### config.mk
export PLATFORM = sky130hd
export DESIGN_NAME = draw_dog_flat
export DESIGN_NICKNAME = d
export VERILOG_FILES = /design/src/rtl/draw_dog_pkg.sv /design/src/rtl/draw_dog_if.sv /design/src/rtl/draw_dog_anim_fsm.sv /design/src/rtl/draw_dog.sv /design/src/flat_wrapper.sv
export SDC_FILE = /design/constraint.sdc
export NUM_CORES = 1
export LEC_CHECK = 0
export BUFFER_PORTS_ARGS = -buffer_cell sky130_fd_sc_hd__clkbuf_2
export CAP_MARGIN = 0
export CORE_MARGIN = 1
export CORE_UTILIZATION = 53
export CTS_CLUSTER_DIAMETER = 30
export DETAILED_ROUTE_END_ITERATION = 6
export GPL_TIMING_DRIVEN = 0
export PLACE_DENSITY_LB_ADDON = 0.2
export SYNTH_ARGS = -nofsm -noshare
export SYNTH_HDL_FRONTEND = slang
export SYNTH_SLANG_ARGS = --single-unit
### constraint.sdc
create_clock -name clk -period 4.5 [get_ports clk]
set_clock_uncertainty 0.2 [all_clocks]
set_input_delay 0.675 -clock clk [delete_from_list [all_inputs] [get_ports clk]]
set_output_delay 0.675 -clock clk [all_outputs]
set_load 0.005 [all_outputs]
### src/rtl/draw_dog_pkg.sv
// Shared types and constants for the draw_dog sprite stage: behaviour states,
// ROM frame indices, path waypoints and a constant shift-add multiplier.
package draw_dog_pkg;

  typedef enum logic [3:0] {
    ST_IDLE, ST_WALK, ST_SNIFF, ST_JUMP_UP, ST_JUMP_DN,
    ST_HIDDEN, ST_POP_UP, ST_HOLD, ST_POP_DN
  } dog_state_t;

  localparam logic [3:0] DOG_FR_WALK0   = 4'd0;
  localparam logic [3:0] DOG_FR_SNIFF   = 4'd4;
  localparam logic [3:0] DOG_FR_JUMP_UP = 4'd5;
  localparam logic [3:0] DOG_FR_JUMP_DN = 4'd6;
  localparam logic [3:0] DOG_FR_LAUGH   = 4'd7;
  localparam logic [3:0] DOG_FR_HOLD    = 4'd8;

  localparam logic [10:0] DOG_X_SNIFF    = 11'd200;
  localparam logic [10:0] DOG_Y_JUMP_TOP = 11'd380;
  localparam logic [10:0] DOG_Y_WALK     = 11'd440;

  // Multiply by a constant using only shifted adds, so no DSP block is inferred.
  function automatic logic [12:0] mul_const(input logic [12:0] a, input int k);
    logic [12:0] acc;
    acc = 13'd0;
    for (int i = 0; i < 13; i++) begin
      if (k[i]) acc = acc + (a << i);
      else      acc = acc;
    end
    return acc;
  endfunction

endpackage

### src/rtl/draw_dog_if.sv
// VGA pixel/timing bundle passed through the draw_dog stage.
interface draw_dog_if;
  logic [10:0] hcount;
  logic [10:0] vcount;
  logic        hsync;
  logic        vsync;
  logic        hblnk;
  logic        vblnk;
  logic [11:0] rgb;

  modport master (output hcount, vcount, hsync, vsync, hblnk, vblnk, rgb);
  modport slave  (input  hcount, vcount, hsync, vsync, hblnk, vblnk, rgb);
endinterface

### src/rtl/draw_dog_anim_fsm.sv
// Dog behaviour state machine: position, ROM frame, step counter and pending
// request flags, all advanced once per frame tick. DOG_DEBUG_BOX_EN adds o_active.
module dog_anim_fsm
  import draw_dog_pkg::*;
#(
  parameter int DOG_H    = 46,
  parameter int GRASS_Y  = 560,
  parameter int ANIM_DIV = 8
) (
  input  logic        clk,
  input  logic        rst_n,
  input  logic        i_frame_tick,
  input  logic        i_round_start,
  input  logic        i_duck_caught,
  input  logic        i_duck_escaped,
  output logic [10:0] o_xpos,
  output logic [10:0] o_ypos,
  output logic [3:0]  o_dog_select,
  output logic        o_visible,
  output logic        o_dog_busy
`ifdef DOG_DEBUG_BOX_EN
  , output logic      o_active
`endif
);

  localparam logic [10:0] Y_GRASS    = 11'(GRASS_Y);
  localparam logic [10:0] Y_TOP      = 11'(GRASS_Y - DOG_H);
  localparam logic [7:0]  STEP_SNIFF = 8'(4 * ANIM_DIV - 1);
  localparam logic [7:0]  STEP_HOLD  = 8'(8 * ANIM_DIV - 1);

  dog_state_t  r_state;
  logic [10:0] r_xpos, r_ypos;
  logic [3:0]  r_dog_select;
  logic        r_dog_busy;
  logic [7:0]  r_step;
  logic        r_start_pend, r_caught_pend, r_escaped_pend;

  logic        w_start, w_caught, w_escaped, w_bob;
  logic [10:0] w_x_next, w_y_up1, w_y_up2, w_y_dn1, w_y_dn3;
  logic [3:0]  w_walk_fr;

  // A pulse arriving on the tick itself counts as already pending.
  assign w_start   = r_start_pend   | i_round_start;
  assign w_caught  = r_caught_pend  | i_duck_caught;
  assign w_escaped = r_escaped_pend | i_duck_escaped;

  assign w_x_next  = r_xpos + 11'd1;
  assign w_walk_fr = 4'((w_x_next / 11'(ANIM_DIV)) & 11'd3);
  assign w_y_up1   = (r_ypos >= 11'd1) ? r_ypos - 11'd1 : 11'd0;
  assign w_y_up2   = (r_ypos >= 11'd2) ? r_ypos - 11'd2 : 11'd0;
  assign w_y_dn1   = r_ypos + 11'd1;
  assign w_y_dn3   = r_ypos + 11'd3;
  assign w_bob     = ((r_step / 8'(ANIM_DIV)) & 8'd1) != 8'd0;

  // Behaviour state, position, frame and pending-request registers.
  always_ff @(posedge clk or negedge rst_n) begin
    if (!rst_n) begin
      r_state        <= ST_IDLE;
      r_xpos         <= 11'd0;
      r_ypos         <= Y_GRASS;
      r_dog_select   <= DOG_FR_WALK0;
      r_dog_busy     <= 1'b0;
      r_step         <= 8'd0;
      r_start_pend   <= 1'b0;
      r_caught_pend  <= 1'b0;
      r_escaped_pend <= 1'b0;
    end else begin
      r_start_pend   <= w_start & ~r_dog_busy;
      r_caught_pend  <= w_caught & (r_state == ST_HIDDEN);
      r_escaped_pend <= w_escaped & (r_state == ST_HIDDEN);
      if (i_frame_tick) begin
        case (r_state)
          ST_IDLE, ST_HIDDEN: begin
            if ((r_state == ST_HIDDEN) && (w_caught || w_escaped)) begin
              r_state        <= ST_POP_UP;
              r_dog_select   <= w_caught ? DOG_FR_HOLD : DOG_FR_LAUGH;
              r_dog_busy     <= 1'b1;
              r_caught_pend  <= 1'b0;
              r_escaped_pend <= 1'b0;
              r_start_pend   <= 1'b0;
            end else if (w_start) begin
              r_state      <= ST_WALK;
              r_xpos       <= 11'd0;
              r_ypos       <= DOG_Y_WALK;
              r_dog_select <= DOG_FR_WALK0;
              r_dog_busy   <= 1'b1;
              r_step       <= 8'd0;
              r_start_pend <= 1'b0;
            end
          end
          ST_WALK: begin
            r_xpos <= w_x_next;
            if (w_x_next == DOG_X_SNIFF) begin
              r_state      <= ST_SNIFF;
              r_dog_select <= DOG_FR_SNIFF;
              r_step       <= 8'd0;
            end else begin
              r_dog_select <= w_walk_fr;
            end
          end
          ST_SNIFF: begin
            if (r_step == STEP_SNIFF) begin
              r_state      <= ST_JUMP_UP;
              r_dog_select <= DOG_FR_JUMP_UP;
              r_step       <= 8'd0;
            end else begin
              r_step <= r_step + 8'd1;
            end
          end
          ST_JUMP_UP: begin
            r_ypos <= w_y_up2;
            if (w_y_up2 <= DOG_Y_JUMP_TOP) begin
              r_state      <= ST_JUMP_DN;
              r_dog_select <= DOG_FR_JUMP_DN;
            end
          end
          ST_JUMP_DN: begin
            r_ypos <= w_y_dn3;
            if (w_y_dn3 >= Y_GRASS) begin
              r_state    <= ST_HIDDEN;
              r_dog_busy <= 1'b0;
            end
          end
          ST_POP_UP: begin
            r_ypos <= w_y_up1;
            if (w_y_up1 <= Y_TOP) begin
              r_state <= ST_HOLD;
              r_step  <= 8'd0;
            end
          end
          ST_HOLD: begin
            if (r_step == STEP_HOLD) begin
              r_state <= ST_POP_DN;
              r_step  <= 8'd0;
            end else begin
              r_step <= r_step + 8'd1;
            end
          end
          ST_POP_DN: begin
            r_ypos <= w_y_dn1;
            if (w_y_dn1 >= Y_GRASS) begin
              r_state    <= ST_HIDDEN;
              r_dog_busy <= 1'b0;
            end
          end
          default: begin
            r_state    <= ST_IDLE;
            r_dog_busy <= 1'b0;
          end
        endcase
      end
    end
  end

  assign o_xpos       = r_xpos;
  assign o_ypos       = r_ypos;
  assign o_dog_select = r_dog_select;
  assign o_dog_busy   = r_dog_busy;
  // The laugh frame blinks on alternate animation steps while held up.
  assign o_visible    = r_dog_busy &&
                        !((r_state == ST_HOLD) && (r_dog_select == DOG_FR_LAUGH) && w_bob);
`ifdef DOG_DEBUG_BOX_EN
  assign o_active     = (r_state != ST_IDLE);
`endif

endmodule

### src/rtl/draw_dog.sv
// Dog sprite draw stage: ROM address generation and colour-keyed overlay with a
// 2-cycle aligned VGA pipeline. DOG_DEBUG_BOX_EN draws a red bounding-box outline.
module draw_dog
  import draw_dog_pkg::*;
#(
  parameter int          DOG_W     = 56,
  parameter int          DOG_H     = 46,
  parameter logic [11:0] KEY_COLOR = 12'hF0F,
  parameter int          GRASS_Y   = 560,
  parameter int          ANIM_DIV  = 8
) (
  input  logic              clk,
  input  logic              rst_n,
  draw_dog_if.slave         vga_in,
  draw_dog_if.master        vga_out,
  input  logic              round_start,
  input  logic              duck_caught,
  input  logic              duck_escaped,
  input  logic [11:0]       rom_rgb,
  output logic [12:0]       rom_address,
  output logic [3:0]        dog_select,
  output logic              dog_busy
);

  logic        r_vblnk_d;
  logic        w_frame_tick, w_visible;
  logic [10:0] w_xpos, w_ypos, w_x_rel, w_y_rel;
  logic [11:0] w_x_end, w_y_end;
  logic        w_in_x, w_in_y, w_in_box;
  logic [12:0] w_addr;
  logic [11:0] w_rgb_sel;

  logic [12:0] r_addr;
  logic        r_in_box1, r_visible1;
  logic [10:0] r_hcount1, r_vcount1, r_hcount2, r_vcount2;
  logic        r_hsync1, r_vsync1, r_hblnk1, r_vblnk1;
  logic        r_hsync2, r_vsync2, r_hblnk2, r_vblnk2;
  logic [11:0] r_rgb1, r_rgb2;

  assign w_frame_tick = vga_in.vblnk & ~r_vblnk_d;

  dog_anim_fsm #(.DOG_H(DOG_H), .GRASS_Y(GRASS_Y), .ANIM_DIV(ANIM_DIV)) u_fsm (
    .clk            (clk),
    .rst_n          (rst_n),
    .i_frame_tick   (w_frame_tick),
    .i_round_start  (round_start),
    .i_duck_caught  (duck_caught),
    .i_duck_escaped (duck_escaped),
    .o_xpos         (w_xpos),
    .o_ypos         (w_ypos),
    .o_dog_select   (dog_select),
    .o_visible      (w_visible),
    .o_dog_busy     (dog_busy)
`ifdef DOG_DEBUG_BOX_EN
    , .o_active     (w_active)
`endif
  );

  // 12-bit end coordinates so xpos+DOG_W cannot wrap.
  assign w_x_end  = {1'b0, w_xpos} + 12'(DOG_W);
  assign w_y_end  = {1'b0, w_ypos} + 12'(DOG_H);
  assign w_in_x   = (vga_in.hcount >= w_xpos) && ({1'b0, vga_in.hcount} < w_x_end);
  assign w_in_y   = (vga_in.vcount >= w_ypos) && ({1'b0, vga_in.vcount} < w_y_end);
  assign w_in_box = w_in_x && w_in_y && (vga_in.vcount < 11'(GRASS_Y));
  assign w_x_rel  = vga_in.hcount - w_xpos;
  assign w_y_rel  = vga_in.vcount - w_ypos;
  assign w_addr   = mul_const({2'b00, w_y_rel}, DOG_W) + {2'b00, w_x_rel};

`ifdef DOG_DEBUG_BOX_EN
  logic w_active, w_edge, r_edge1, r_active1;
  assign w_edge = w_in_x && w_in_y &&
                  ((w_x_rel == 11'd0) || (w_x_rel == 11'(DOG_W - 1)) ||
                   (w_y_rel == 11'd0) || (w_y_rel == 11'(DOG_H - 1)));

  // Outline qualifiers aligned with the stage-1 address.
  always_ff @(posedge clk or negedge rst_n) begin
    if (!rst_n) begin
      r_edge1   <= 1'b0;
      r_active1 <= 1'b0;
    end else begin
      r_edge1   <= w_edge;
      r_active1 <= w_active;
    end
  end
`endif

  // Stage 1: frame-edge detect, ROM address, box flag and delayed timing.
  always_ff @(posedge clk or negedge rst_n) begin
    if (!rst_n) begin
      r_vblnk_d  <= 1'b0;
      r_addr     <= 13'd0;
      r_in_box1  <= 1'b0;
      r_visible1 <= 1'b0;
      r_hcount1  <= 11'd0;
      r_vcount1  <= 11'd0;
      r_hsync1   <= 1'b0;
      r_vsync1   <= 1'b0;
      r_hblnk1   <= 1'b0;
      r_vblnk1   <= 1'b0;
      r_rgb1     <= 12'd0;
    end else begin
      r_vblnk_d  <= vga_in.vblnk;
      r_addr     <= w_in_box ? w_addr : 13'd0;
      r_in_box1  <= w_in_box;
      r_visible1 <= w_visible;
      r_hcount1  <= vga_in.hcount;
      r_vcount1  <= vga_in.vcount;
      r_hsync1   <= vga_in.hsync;
      r_vsync1   <= vga_in.vsync;
      r_hblnk1   <= vga_in.hblnk;
      r_vblnk1   <= vga_in.vblnk;
      r_rgb1     <= vga_in.rgb;
    end
  end

  // Overlay select against the ROM word returned for the stage-1 address.
  always_comb begin
    w_rgb_sel = r_rgb1;
`ifdef DOG_DEBUG_BOX_EN
    if (r_edge1 && r_active1 && !(r_hblnk1 || r_vblnk1)) begin
      w_rgb_sel = 12'hF00;
    end else
`endif
    if (r_in_box1 && r_visible1 && (rom_rgb != KEY_COLOR) && !(r_hblnk1 || r_vblnk1)) begin
      w_rgb_sel = rom_rgb;
    end else begin
      w_rgb_sel = r_rgb1;
    end
  end

  // Stage 2: registered pixel and timing outputs.
  always_ff @(posedge clk or negedge rst_n) begin
    if (!rst_n) begin
      r_hcount2 <= 11'd0;
      r_vcount2 <= 11'd0;
      r_hsync2  <= 1'b0;
      r_vsync2  <= 1'b0;
      r_hblnk2  <= 1'b0;
      r_vblnk2  <= 1'b0;
      r_rgb2    <= 12'd0;
    end else begin
      r_hcount2 <= r_hcount1;
      r_vcount2 <= r_vcount1;
      r_hsync2  <= r_hsync1;
      r_vsync2  <= r_vsync1;
      r_hblnk2  <= r_hblnk1;
      r_vblnk2  <= r_vblnk1;
      r_rgb2    <= w_rgb_sel;
    end
  end

  assign rom_address    = r_addr;
  assign vga_out.hcount = r_hcount2;
  assign vga_out.vcount = r_vcount2;
  assign vga_out.hsync  = r_hsync2;
  assign vga_out.vsync  = r_vsync2;
  assign vga_out.hblnk  = r_hblnk2;
  assign vga_out.vblnk  = r_vblnk2;
  assign vga_out.rgb    = r_rgb2;

endmodule

### src/flat_wrapper.sv
// flat-port wrapper written by rule: the top's interface ports become plain ports
module draw_dog_flat import draw_dog_pkg::*;
#(
  parameter int          DOG_W     = 56,
  parameter int          DOG_H     = 46,
  parameter logic [11:0] KEY_COLOR = 12'hF0F,
  parameter int          GRASS_Y   = 560,
  parameter int          ANIM_DIV  = 8
)
  (clk, rst_n, round_start, duck_caught, duck_escaped, rom_rgb, rom_address, dog_select, dog_busy, vga_in_hcount, vga_in_vcount, vga_in_hsync, vga_in_vsync, vga_in_hblnk, vga_in_vblnk, vga_in_rgb, vga_out_hcount, vga_out_vcount, vga_out_hsync, vga_out_vsync, vga_out_hblnk, vga_out_vblnk, vga_out_rgb);
  draw_dog_if vga_in_i ();
  draw_dog_if vga_out_i ();
  input  logic clk;
  input  logic rst_n;
  input  logic round_start;
  input  logic duck_caught;
  input  logic duck_escaped;
  input  logic [11:0] rom_rgb;
  output logic [12:0] rom_address;
  output logic [3:0] dog_select;
  output logic dog_busy;
  input wire logic [$bits(vga_in_i.hcount)-1:0] vga_in_hcount;
  input wire logic [$bits(vga_in_i.vcount)-1:0] vga_in_vcount;
  input wire logic [$bits(vga_in_i.hsync)-1:0] vga_in_hsync;
  input wire logic [$bits(vga_in_i.vsync)-1:0] vga_in_vsync;
  input wire logic [$bits(vga_in_i.hblnk)-1:0] vga_in_hblnk;
  input wire logic [$bits(vga_in_i.vblnk)-1:0] vga_in_vblnk;
  input wire logic [$bits(vga_in_i.rgb)-1:0] vga_in_rgb;
  output wire logic [$bits(vga_out_i.hcount)-1:0] vga_out_hcount;
  output wire logic [$bits(vga_out_i.vcount)-1:0] vga_out_vcount;
  output wire logic [$bits(vga_out_i.hsync)-1:0] vga_out_hsync;
  output wire logic [$bits(vga_out_i.vsync)-1:0] vga_out_vsync;
  output wire logic [$bits(vga_out_i.hblnk)-1:0] vga_out_hblnk;
  output wire logic [$bits(vga_out_i.vblnk)-1:0] vga_out_vblnk;
  output wire logic [$bits(vga_out_i.rgb)-1:0] vga_out_rgb;
  assign vga_in_i.hcount = vga_in_hcount;
  assign vga_in_i.vcount = vga_in_vcount;
  assign vga_in_i.hsync = vga_in_hsync;
  assign vga_in_i.vsync = vga_in_vsync;
  assign vga_in_i.hblnk = vga_in_hblnk;
  assign vga_in_i.vblnk = vga_in_vblnk;
  assign vga_in_i.rgb = vga_in_rgb;
  assign vga_out_hcount = vga_out_i.hcount;
  assign vga_out_vcount = vga_out_i.vcount;
  assign vga_out_hsync = vga_out_i.hsync;
  assign vga_out_vsync = vga_out_i.vsync;
  assign vga_out_hblnk = vga_out_i.hblnk;
  assign vga_out_vblnk = vga_out_i.vblnk;
  assign vga_out_rgb = vga_out_i.rgb;
  draw_dog #(.DOG_W(DOG_W), .DOG_H(DOG_H), .KEY_COLOR(KEY_COLOR), .GRASS_Y(GRASS_Y), .ANIM_DIV(ANIM_DIV)) u_core (.clk(clk), .rst_n(rst_n), .vga_in(vga_in_i), .vga_out(vga_out_i), .round_start(round_start), .duck_caught(duck_caught), .duck_escaped(duck_escaped), .rom_rgb(rom_rgb), .rom_address(rom_address), .dog_select(dog_select), .dog_busy(dog_busy));
endmodule
==> results.md <==
- Yosys mapped a number of flops with a built-in enable equal to 0.
- The worst setup path is captured at a flop.
- The cell count after placement is between 1,000 and 1,500.
- The largest fanout of any net on the critical path is 5.
- The compound-cell area share of the yosys netlist is between 10% and 20%.
- The placement-stage worst setup slack is -0.588 ns.
- The count of cells along the worst hold path is 1.
- In the global route stage, overall resource usage came out at 27.4%.
- The filler cell count is roughly 1,200.
- Input and output buffers added on the ports amount to 110.
- The smallest hold slack is 0.145 ns.
- The chip height is around 130 um.
- The full die area is roughly 17,000 um^2.
- In the final routing, the length of wire on met1 measures 9480 um.
- The min-delay analysis places its worst path in the category in -> reg.
- In this run the static leakage power is between 4 and 5 nW.
- Across the run, the number of max-cap violations was 1.
- Summing over every cut layer, the via total after detailed routing is between 7,000 and 8,000.
- TritonCTS built the clock tree.
- The via density per instance is roughly 5.8.
- The count of cell types in the netlist is 86.
- The worst register-to-register path has a depth of 18.
- The worst hold path startpoint is vga_in_rgb[6].
- Walking the worst path, the cells encountered are ha_4 > inv_1 > fa_2 > a21o_1 > a21oi_4 > buf_4 > xnor2_4 > xor2_2 > ha_1 > inv_1 > fa_1 > inv_1 > ha_4 > a21oi_2 > o21ai_2 > xnor2_1 > nand4_1 > a211oi_2.
- The uppermost layer routed is met4.
- The cell row count is between 40 and 50.
- In the synthesized netlist the dominant register cell turns out to be dfrtp_1.
- The placer's final routability congestion estimate is ~1.0.
- The detailed placer's ending HPWL is between 15,000 and 20,000 um.
- The layout cell share with drive strength beyond 1 is between 20% and 30%.
- The final reports fail on capacitance limit, slew limit.
- The via count of the first global-routing pass is 6,888.
- The synthesized net count is about 1,000.
- The number of buffers created by CTS is 17.
- The final-report max-slew violation count came to 6.
- The count of cells in the finished layout, fillers not included, comes to between 1,000 and 1,500.
- The number of antenna violations at the first check in global routing came to 0.
- The final hold violation count is 0.
- After synthesis, the share of flip-flops with an asynchronous set or reset is between 90% and 100%.
- The total grt overflow is 0.
- For this block, the initial DRC count from the detailed router was around 700.
- The proportion of netlist area held by the largest area contributor is between 30% and 40%.
- The number of setup violations in the final report is 0.
- Summed over all nets, wire length on met2 after detailed routing comes to between 10,000 and 15,000 um.
- Entering global routing, the biggest net connects between 100 and 150 pins.
- The mean instance size in the synthesized netlist is roughly 9.5 um^2.
- The biggest cell delay along the critical path is 0.55 ns.
- The signal arrival time at the worst endpoint is between 4 and 5 ns.
- The synthesized netlist devotes roughly 13% of its cell area to adder and majority cells.
- The clock sink count is between 100 and 150.
- The sequential cell area in the final layout is 3340 um^2.
- The total power divided by cell area is around 780 nW/um^2.
- The starting density of the core is between 50% and 60%.
- The area of the multi-input gates is 5100 um^2.
- In this run the critical register-to-register path is launched from u_core.u_fsm.o_ypos[0].
- The first global-routing pass estimated 35,300 um of wire.
- After synthesis, the cell types taking the most area are dfrtp_1 (38%), ha_1 (9.2%), xnor2_1 (5.0%), o21ai_0 (3.5%), fa_1 (3.3%).
- The worst setup path is launched from a flop.
- The most frequent cell after synthesis is dfrtp_1.
- The I/O pin total is around 110.
- The clock period minus final worst setup slack is ~4.4 ns.
- After synthesis, flip-flops and latches occupy between 30 and 40% of the total area.
- After detailed routing, the number of remaining DRC violations is 0.
- The worst register-to-register path ends at u_core.rom_address[12].
- The worst path meets setup with 0.115 ns of slack.
- The number of nets in the finished design is 1,178.
- The flow ran to the end, but the final reports show violations.
- The tightest slew margin relative to the limit is -2.78%.
- The clock latency reported for the late side of the worst-skew pair is ~0.44 ns.
- Clock-pin slew was measured on the worst setup and hold paths at about 0.07 ns.
- In the final routed layout, each cell accounts on average for 17.4 um.
- The pre-antenna-repair detailed-routing pass consisted of 5 iterations.
- In this run the register-to-register setup slack is approximately 0.11 ns.
- CTS built an H-tree with a depth of 4.
- Based on the critical path, the design can be clocked at up to 0.228 GHz.
- The type of the worst setup path is reg -> reg.
- The core footprint is 15,800 um^2.
- The multiplexer share of the synthesized area is under 10%.
- The most numerous cell on the critical path is inv_1.
- The biggest area consumer among synthesized cells is dfrtp_1.
- Adding up every negative setup slack in the final design gives 0 ns.
- After synthesis the netlist holds a flip-flop and latch count of roughly 130.
- At the end of the flow the core is filled with cells to 66.1%.
- The clock tree buffer depth is 2.
- STA puts the critical path data required time at 4.64 ns.
- From synthesis to final layout, the design area changed by 21.9%.
- The met3 wire length is about 1400 um.
- The Yosys step of the flow raised 0 warnings.
- Across the VDD grid, the largest voltage drop is between 1.5 and 2 mV.
- Ranked by instance count, the synthesized netlist is headed by dfrtp_1 (130), nor2_1 (69), ha_1 (63), inv_1 (63), o21ai_0 (60).
- The largest family of logic cells by synthesized area is compound AO/OA/AOI/OAI gates.
- In this run the remaining antenna-violating nets after routing total 0.
- The clock tree root buffer cell is clkbuf_16.
- For this block, the routed nets add up to approximately 22,000 um of wire.
- After Yosys synthesis, and, or, nand and nor cells account for 16.8% of the synthesized area.
- Grouping stages by cell kind, the critical path spends the most delay in adder cells.
- The final antenna diode count is 0.
- The parity-gate share of the synthesized area counting xor and xnor cells is around 5.8%.
- The number of buffers and inverters on the critical path is 4.
- The ratio of final minimum period to clock period is around 97%.
- Measured along the x axis, the die boundary spans 129 um.
- The slew at the pin closest to its max-slew limit is about 1.5 ns.
- The mapped netlist covers ~8600 um^2.
- The path with the worst hold slack has its endpoint at u_core.r_rgb1[6].
- The synthesized instance count is roughly 900.
- The cell with the biggest individual delay on the critical path is fa_1.
-- timing repair --
item                                   4_1_cts  5_1_grt
setup endpoints to repair                    3        2
pin swaps                                    7       27
gates resized for setup                     26       38
buffers inserted                            10        6
gates cloned                                 0        0
hold buffers                                 1        0
endpoints found under the hold margin       28        0
-- layer usage --
metal  track usage, %  up-vias
met1             36.0     3567
met4             9.83        0
met3             5.41       55
li1                 -     3538
met5                0        -
met2             44.8      291
-- kinds of logic after synthesis --
| family | Yosys count |
|---|---|
| fa+ha+maj | 78 |
| xor+xnor | 57 |
| compound gates | 238 |
| flops | 133 |
| mux | 19 |
| buf+inv | 108 |
| simple gates | 269 |
-- power breakdown --
part           total (mW)  internal (mW)  switching (mW)
combinational        5.49           2.61            2.88
clock                1.38          0.785           0.595
sequential           1.33           1.28          0.0494
-- registers in the layout (all words and copies together) (netlist names), 4 cells and up --
signal	count
u_core.r_rgb1	12
u_core.vga_out.vcount	11
u_core.vga_out.rgb	12
u_core.vga_out.hcount	11
u_core.r_vcount1	11
u_core.r_hcount1	11
u_core.u_fsm.o_xpos	11
u_core.u_fsm.r_state	4
u_core.u_fsm.o_dog_select	4
u_core.u_fsm.o_ypos	11
u_core.u_fsm.r_step	8
u_core.rom_address	13
-- layout by cell type (no fill, tap or decap), types with 7 or more instances in the layout --
cell,count
mux2_2,15
a21oi_1,41
a31oi_1,19
ha_1,52
nor2_1,69
fa_1,13
and3_1,10
o31ai_1,10
ha_4,9
inv_1,57
clkbuf_1,27
dfrtp_1,124
xnor2_1,43
nand3_1,27
clkbuf_16,17
a211oi_1,12
o21ai_0,55
buf_4,16
o21bai_1,7
clkbuf_2,110
nand4_1,13
nor3_1,27
nand2_1,47
a21oi_2,10
nand2b_1,17
a21o_1,14
-- worst max-delay path by stage --
stage,start,endpoint,cells past startpoint
floorplan,vga_in_vcount[1],u_core.rom_address[12],18
global placement,vga_in_vcount[0],u_core.rom_address[12],19
CTS,u_core.u_fsm.o_ypos[0],u_core.rom_address[12],18
detailed placement,vga_in_vcount[0],u_core.rom_address[12],19
finish,u_core.u_fsm.o_ypos[0],u_core.rom_address[12],18
global route,u_core.u_fsm.o_ypos[0],u_core.rom_address[12],18
-- stage by stage --
stage / total power, mW / area, um^2
floorplan: 4.72 / 8590
global placement: 5.37 / 9410
detailed placement: 5.49 / 9450
CTS: 7.24 / 10200
global route: 8.81 / 10500
finish: 8.20 / 10500
-- cell type report --
| class | count | share of cell area (%) |
|---|---|---|
| clock buffers | 17 | 4.07 |
| inverters | 66 | 2.48 |
| flip-flops and latches | 133 | 31.9 |
| well taps | 216 | 2.58 |
| multi-input cells | 661 | 48.8 |
| clock inverters | 15 | 1.59 |
| plain buffers | 39 | 1.72 |
| repair buffers | 128 | 6.86 |
-- worst register-to-register path, cell delays in order, from the launching register on --
cell and delay (ns):
dfrtp_2 0.42, ha_4 0.15, inv_1 0.07, fa_2 0.43
a21o_1 0.24, a21oi_4 0.15, buf_4 0.17, xnor2_4 0.16
xor2_2 0.15, ha_1 0.30, inv_1 0.05, fa_1 0.55
inv_1 0.07, ha_4 0.25, a21oi_2 0.21, o21ai_2 0.09
xnor2_1 0.21, nand4_1 0.14, a211oi_2 0.27
Note: power is estimated with default switching activity, not from simulation.
